File: config.mk
export PLATFORM = sky130hd
export DESIGN_NAME = muldiv_iter
export DESIGN_NICKNAME = d
export VERILOG_FILES = /design/src/rtl/muldiv_iter.sv
export SDC_FILE = /design/constraint.sdc
export NUM_CORES = 1
export LEC_CHECK = 0
export BUFFER_PORTS_ARGS = -buffer_cell sky130_fd_sc_hd__buf_2
export CORE_ASPECT_RATIO = 1.5
export CORE_MARGIN = 8
export CORE_UTILIZATION = 25
export DETAILED_ROUTE_END_ITERATION = 16
export SYNTH_ARGS = -nofsm -noshare
export SYNTH_HDL_FRONTEND = slang
export SYNTH_SLANG_ARGS = --single-unit
export TNS_END_PERCENT = 50
File: constraint.sdc
create_clock -name clk -period 4.5 [get_ports clk]
set_input_delay 0.45 -clock clk [delete_from_list [all_inputs] [get_ports clk]]
set_output_delay 0.45 -clock clk [all_outputs]
set_load 0.05 [all_outputs]
File: src/rtl/muldiv_iter.sv
// muldiv_iter: iterative RV32M multiply/divide unit sharing one 32-step shift datapath
// Ports: clk, reset (async, active-high); start/kill request control; funct3 op select;
// a/b source operands; rd_in destination; busy/done status; wb_we/wb_rd/wb_data write port.
module muldiv_iter (
  input  logic        clk,
  input  logic        reset,
  input  logic        start,
  input  logic        kill,
  input  logic [2:0]  funct3,
  input  logic [31:0] a,
  input  logic [31:0] b,
  input  logic [4:0]  rd_in,
  output logic        busy,
  output logic        done,
  output logic        wb_we,
  output logic [4:0]  wb_rd,
  output logic [31:0] wb_data
);
  typedef enum logic [1:0] {IDLE, CALC, FIX, DONE} state_t;
  state_t state, state_n;
  logic [2:0] op;
  logic sa, sb;
  logic [31:0] hi, lo, bop;
  logic [5:0] cnt;
  logic accept, a_signed, b_signed, a_neg, b_neg, div_zero, div_ovf, special;
  logic [31:0] a_mag, b_mag, spec_val, quo, rem, res;
  logic [32:0] mul_sum, rem_sh, diff;
  logic [63:0] prod;
  assign accept = state == IDLE && start && !kill;
  assign a_signed = funct3 inside {3'b001, 3'b010, 3'b100, 3'b110};
  assign b_signed = funct3 inside {3'b001, 3'b100, 3'b110};
  assign a_neg = a_signed && a[31];
  assign b_neg = b_signed && b[31];
  assign a_mag = a_neg ? -a : a;
  assign b_mag = b_neg ? -b : b;
  assign div_zero = funct3[2] && b == 32'h0;
  assign div_ovf = funct3[2] && !funct3[0] && a == 32'h8000_0000 && b == 32'hFFFF_FFFF;
  assign special = div_zero || div_ovf;
  assign spec_val = div_zero ? (funct3[1] ? a : 32'hFFFF_FFFF) : (funct3[1] ? 32'h0 : 32'h8000_0000);
  // Multiply: hi accumulates the multiplicand while lo shifts the multiplier out and product bits in.
  assign mul_sum = {1'b0, hi} + (lo[0] ? {1'b0, bop} : 33'h0);
  // Divide: hi is the partial remainder, lo shifts dividend bits out and quotient bits in.
  // The remainder stays below the divisor, so a set bit 32 of the trial difference means negative.
  assign rem_sh = {hi, lo[31]};
  assign diff = rem_sh - {1'b0, bop};
  assign prod = (sa ^ sb) ? -{hi, lo} : {hi, lo};
  assign quo = (sa ^ sb) ? -lo : lo;
  assign rem = sa ? -hi : hi;
  assign res = !op[2] ? (op[1:0] == 2'b00 ? prod[31:0] : prod[63:32]) : (op[1] ? rem : quo);
  assign busy = state != IDLE;
  assign done = state == DONE;
  assign wb_we = done && wb_rd != 5'd0;
  always_ff @(posedge clk or posedge reset)
    if (reset) state <= IDLE;
    else state <= state_n;
  always_comb begin
    state_n = state;
    case (state)
      IDLE: state_n = accept ? (special ? DONE : CALC) : IDLE;
      CALC: state_n = kill ? IDLE : (cnt == 6'd31 ? FIX : CALC);
      FIX:  state_n = kill ? IDLE : DONE;
      DONE: state_n = IDLE;
    endcase
  end
  always_ff @(posedge clk or posedge reset)
    if (reset) begin
      op <= 3'h0;
      sa <= 1'b0;
      sb <= 1'b0;
      hi <= 32'h0;
      lo <= 32'h0;
      bop <= 32'h0;
      cnt <= 6'h0;
      wb_rd <= 5'h0;
      wb_data <= 32'h0;
    end else if (accept) begin
      op <= funct3;
      sa <= a_neg;
      sb <= b_neg;
      hi <= 32'h0;
      lo <= funct3[2] ? a_mag : b_mag;
      bop <= funct3[2] ? b_mag : a_mag;
      cnt <= 6'h0;
      wb_rd <= rd_in;
      if (special) wb_data <= spec_val;
    end else if (state == CALC) begin
      cnt <= cnt + 6'd1;
      hi <= op[2] ? (diff[32] ? rem_sh[31:0] : diff[31:0]) : mul_sum[32:1];
      lo <= op[2] ? {lo[30:0], !diff[32]} : {mul_sum[0], lo[31:1]};
    end else if (state == FIX && !kill) wb_data <= res;
endmodule

==> reports/results.ini <==
[synth]
synth_top_area_share_pct = 24.34
synthCells = 1988
synth_top_area_cell = dfrtp_1
synth_area_sq_um = 15010
ys_ff_latch = 146
synth-async-reset-ratio_pct = 100.0
synth_edf_count = 0
synth_area_leaders = dfrtp_1 24%, xnor2_1 6.4%, o21ai_0 6.2%
syn_nets = 2136
yosys_warnings = 0
yosysMostFrequentCell = nand2_1
yosysSeqAreaShare_pct = 24.34
syn_avg_cell_area_sq_um = 7.552
synth_ff_type = dfrtp_1
synth_common_cells = 218 x nand2_1, 188 x nor2_1, 185 x o21ai_0
ys_types = 83

[critical_path]
crit_arrival_ps = 4430
crit_required_ps = 4900
worstSetupPathType = register to register
crit_path_end_kind = register
critPathMaxFanout = 17
crit_path_start_kind = register

[drt]
dr.pass1.iters = 5
wirelength_mm = 59.84
viasPerCell = 5.383
dr_total_vias = 15240
routedWlPerCell_microns = 21.14
drtAntennaViolNets = 0
dr.first_iter.drc_count = 1160
drc = 0

[placed_design]
port_buffers = 115
placed_cells = 2798
gp_congestion = 1.028
dpl.hpwl_mm = 47.10
placed_cell_area_sq_um = 16530

[pwr]
net-switching-power_mw = 5.352
power.density_nw_per_um2 = 614.6
clock_power_share_pct = 15.0
seqPwrFrac_pct = 21.3
combPwrFrac_pct = 63.7
p_int_mw = 5.198
vdd_ir_drop_max_uv = 342.9
leakage_nw = 7.347
swShare_pct = 50.73

[global_routing]
grt_pass1_vias = 15070
grt_pass1_wl_mm = 91.09
antenna_found_initial = 2
overflow = 0
grt_max_degree = 81
track_usage_pct = 17.14

[timing]
fin_tns_setup_ps = 0
skew_ps = 12.18
post-route-min-period_ps = 4030
whs_ps = 60.47
rsz0062_at_grt = no
maxSlewHeadroom_pct = 23.27
max_freq_ghz = 0.2481
min_period_over_period_pct = 89.56
hold_viol_final = 0
tightest_slew_ps = 1145
setup_viol = 0
drv_slew = 0

[final_layout]
post-route-util_pct = 28.73
fillers = 6594
stdcell_count = 2831
final_nets = 2181
design_area_sq_um = 17160
syn2layout_area_growth_pct = 14.33
drive_gt1_share_pct = 11.63

[clock_network]
clk_latency_ps = 460
path_clk_slew_ps = 70
cts_tree = built
tritoncts.num_buffers = 17
cts-root-buf = clkbuf_16
htree_levels = 4
clockBufferDepth = 2
ctsResizeCount = 0
cts.sinks = 146
cts_hold_buf = 0
cts_setup_buffers = 0

[outcome]
status = finished, final reports clean

[floorplanning]
core-area_sq_um = 59730
die_area_sq_um = 68310
ios = 116
die_h_microns = 316.1
start_util_pct = 25.13
num_rows = 110
die_x_microns = 216.1

[job]
maxCapViolCount = 0

[min_path]
hold_path_class = input port to asynchronous set/reset pin

[sequential cells by signal, indices dropped and copies added, names as in the netlist, 2 cells and up]
name     flops
bop         32
cnt          6
hi          32
lo          32
op           3
state        2
wb_data     32
wb_rd        5
[power groups by stage]
stage	Combinational (mW)	Sequential [mW]	Clock [mW]
after floorplan	4.87	2.02	0
after global placement	6.59	2.25	0
after detailed placement	6.57	2.25	0
after CTS	6.61	2.23	1.60
after global routing	7.32	2.31	1.65
final	6.72	2.25	1.58
[cell families after synthesis]
group	count (synthesis)	synth area share, %
flops	146	24.34
fa+ha+maj	72	6.101
compound gates	621	26.49
mux	75	5.025
xor+xnor	200	11.67
simple gates	662	21.00
buf+inv	212	5.375
[per-layer routing]
metal	up-vias	wire length [microns]	global-route usage [%]	part of all wire [%]
met3	166	2923	2.882	4.9
met2	512	29890	30.61	50
met4	0	4426	11.93	7.4
li1	7300	-	-	-
met5	-	0	0	0
met1	7262	22600	18.24	38
[critical path, cell delays in order, from the launching register on]
cell and delay (ps):
dfrtp_1 460, inv_1 90, buf_4 230, ha_1 260
inv_1 70, nor4_1 310, buf_4 200, nand4b_1 340
nor2_2 570, inv_1 190, o21ai_0 250, xor2_1 100
a2111oi_1 700, a221o_1 210
[final timing paths]
check / start / end / slack, ps / depth (start not counted)
min in group clk: rd_in[4] / wb_rd[4] / 180 / 3
max reg2reg: lo[0] / wb_data[14] / 470 / 13
min reg2reg: wb_data[3] / wb_data[3] / 470 / 2
min: reset / wb_data[6] / 60 / 2
max: lo[0] / wb_data[14] / 470 / 13
max in group asynchronous: reset / wb_data[3] / 3500 / 3
[layout make-up]
cell class	instances	area, sq um	share of cell area, %
multi-input cells	1630	10620	61.86
flip-flops and latches	146	3655	21.29
repair buffers	166	998.5	5.817
well taps	784	980.9	5.715
clock buffers	20	466.7	2.719
inverters	72	275.3	1.604
clock inverters	12	167.7	0.9768
diodes	1	2.502	0.01458
[cell usage in the layout, fill, tap and decap left out, types with 48 or more instances in the layout]
cell / instances
a21oi_1: 136
buf_4: 49
buf_2: 114
o21ai_0: 185
inv_1: 70
xor2_1: 89
mux2i_1: 72
ha_1: 70
nor3_1: 48
xnor2_1: 108
nand2_1: 218
dfrtp_1: 145
nor2_1: 187
[metrics by stage]
step           power (mW)  setup WS (ps)
6_report            10.55          469.6
5_1_grt             11.28          308.8
4_1_cts             10.45          512.7
3_5_place_dp        8.821          530.1
3_3_place_gp        8.835          502.7
2_1_floorplan       6.887          127.0
Power figures use the tool's default switching activity.
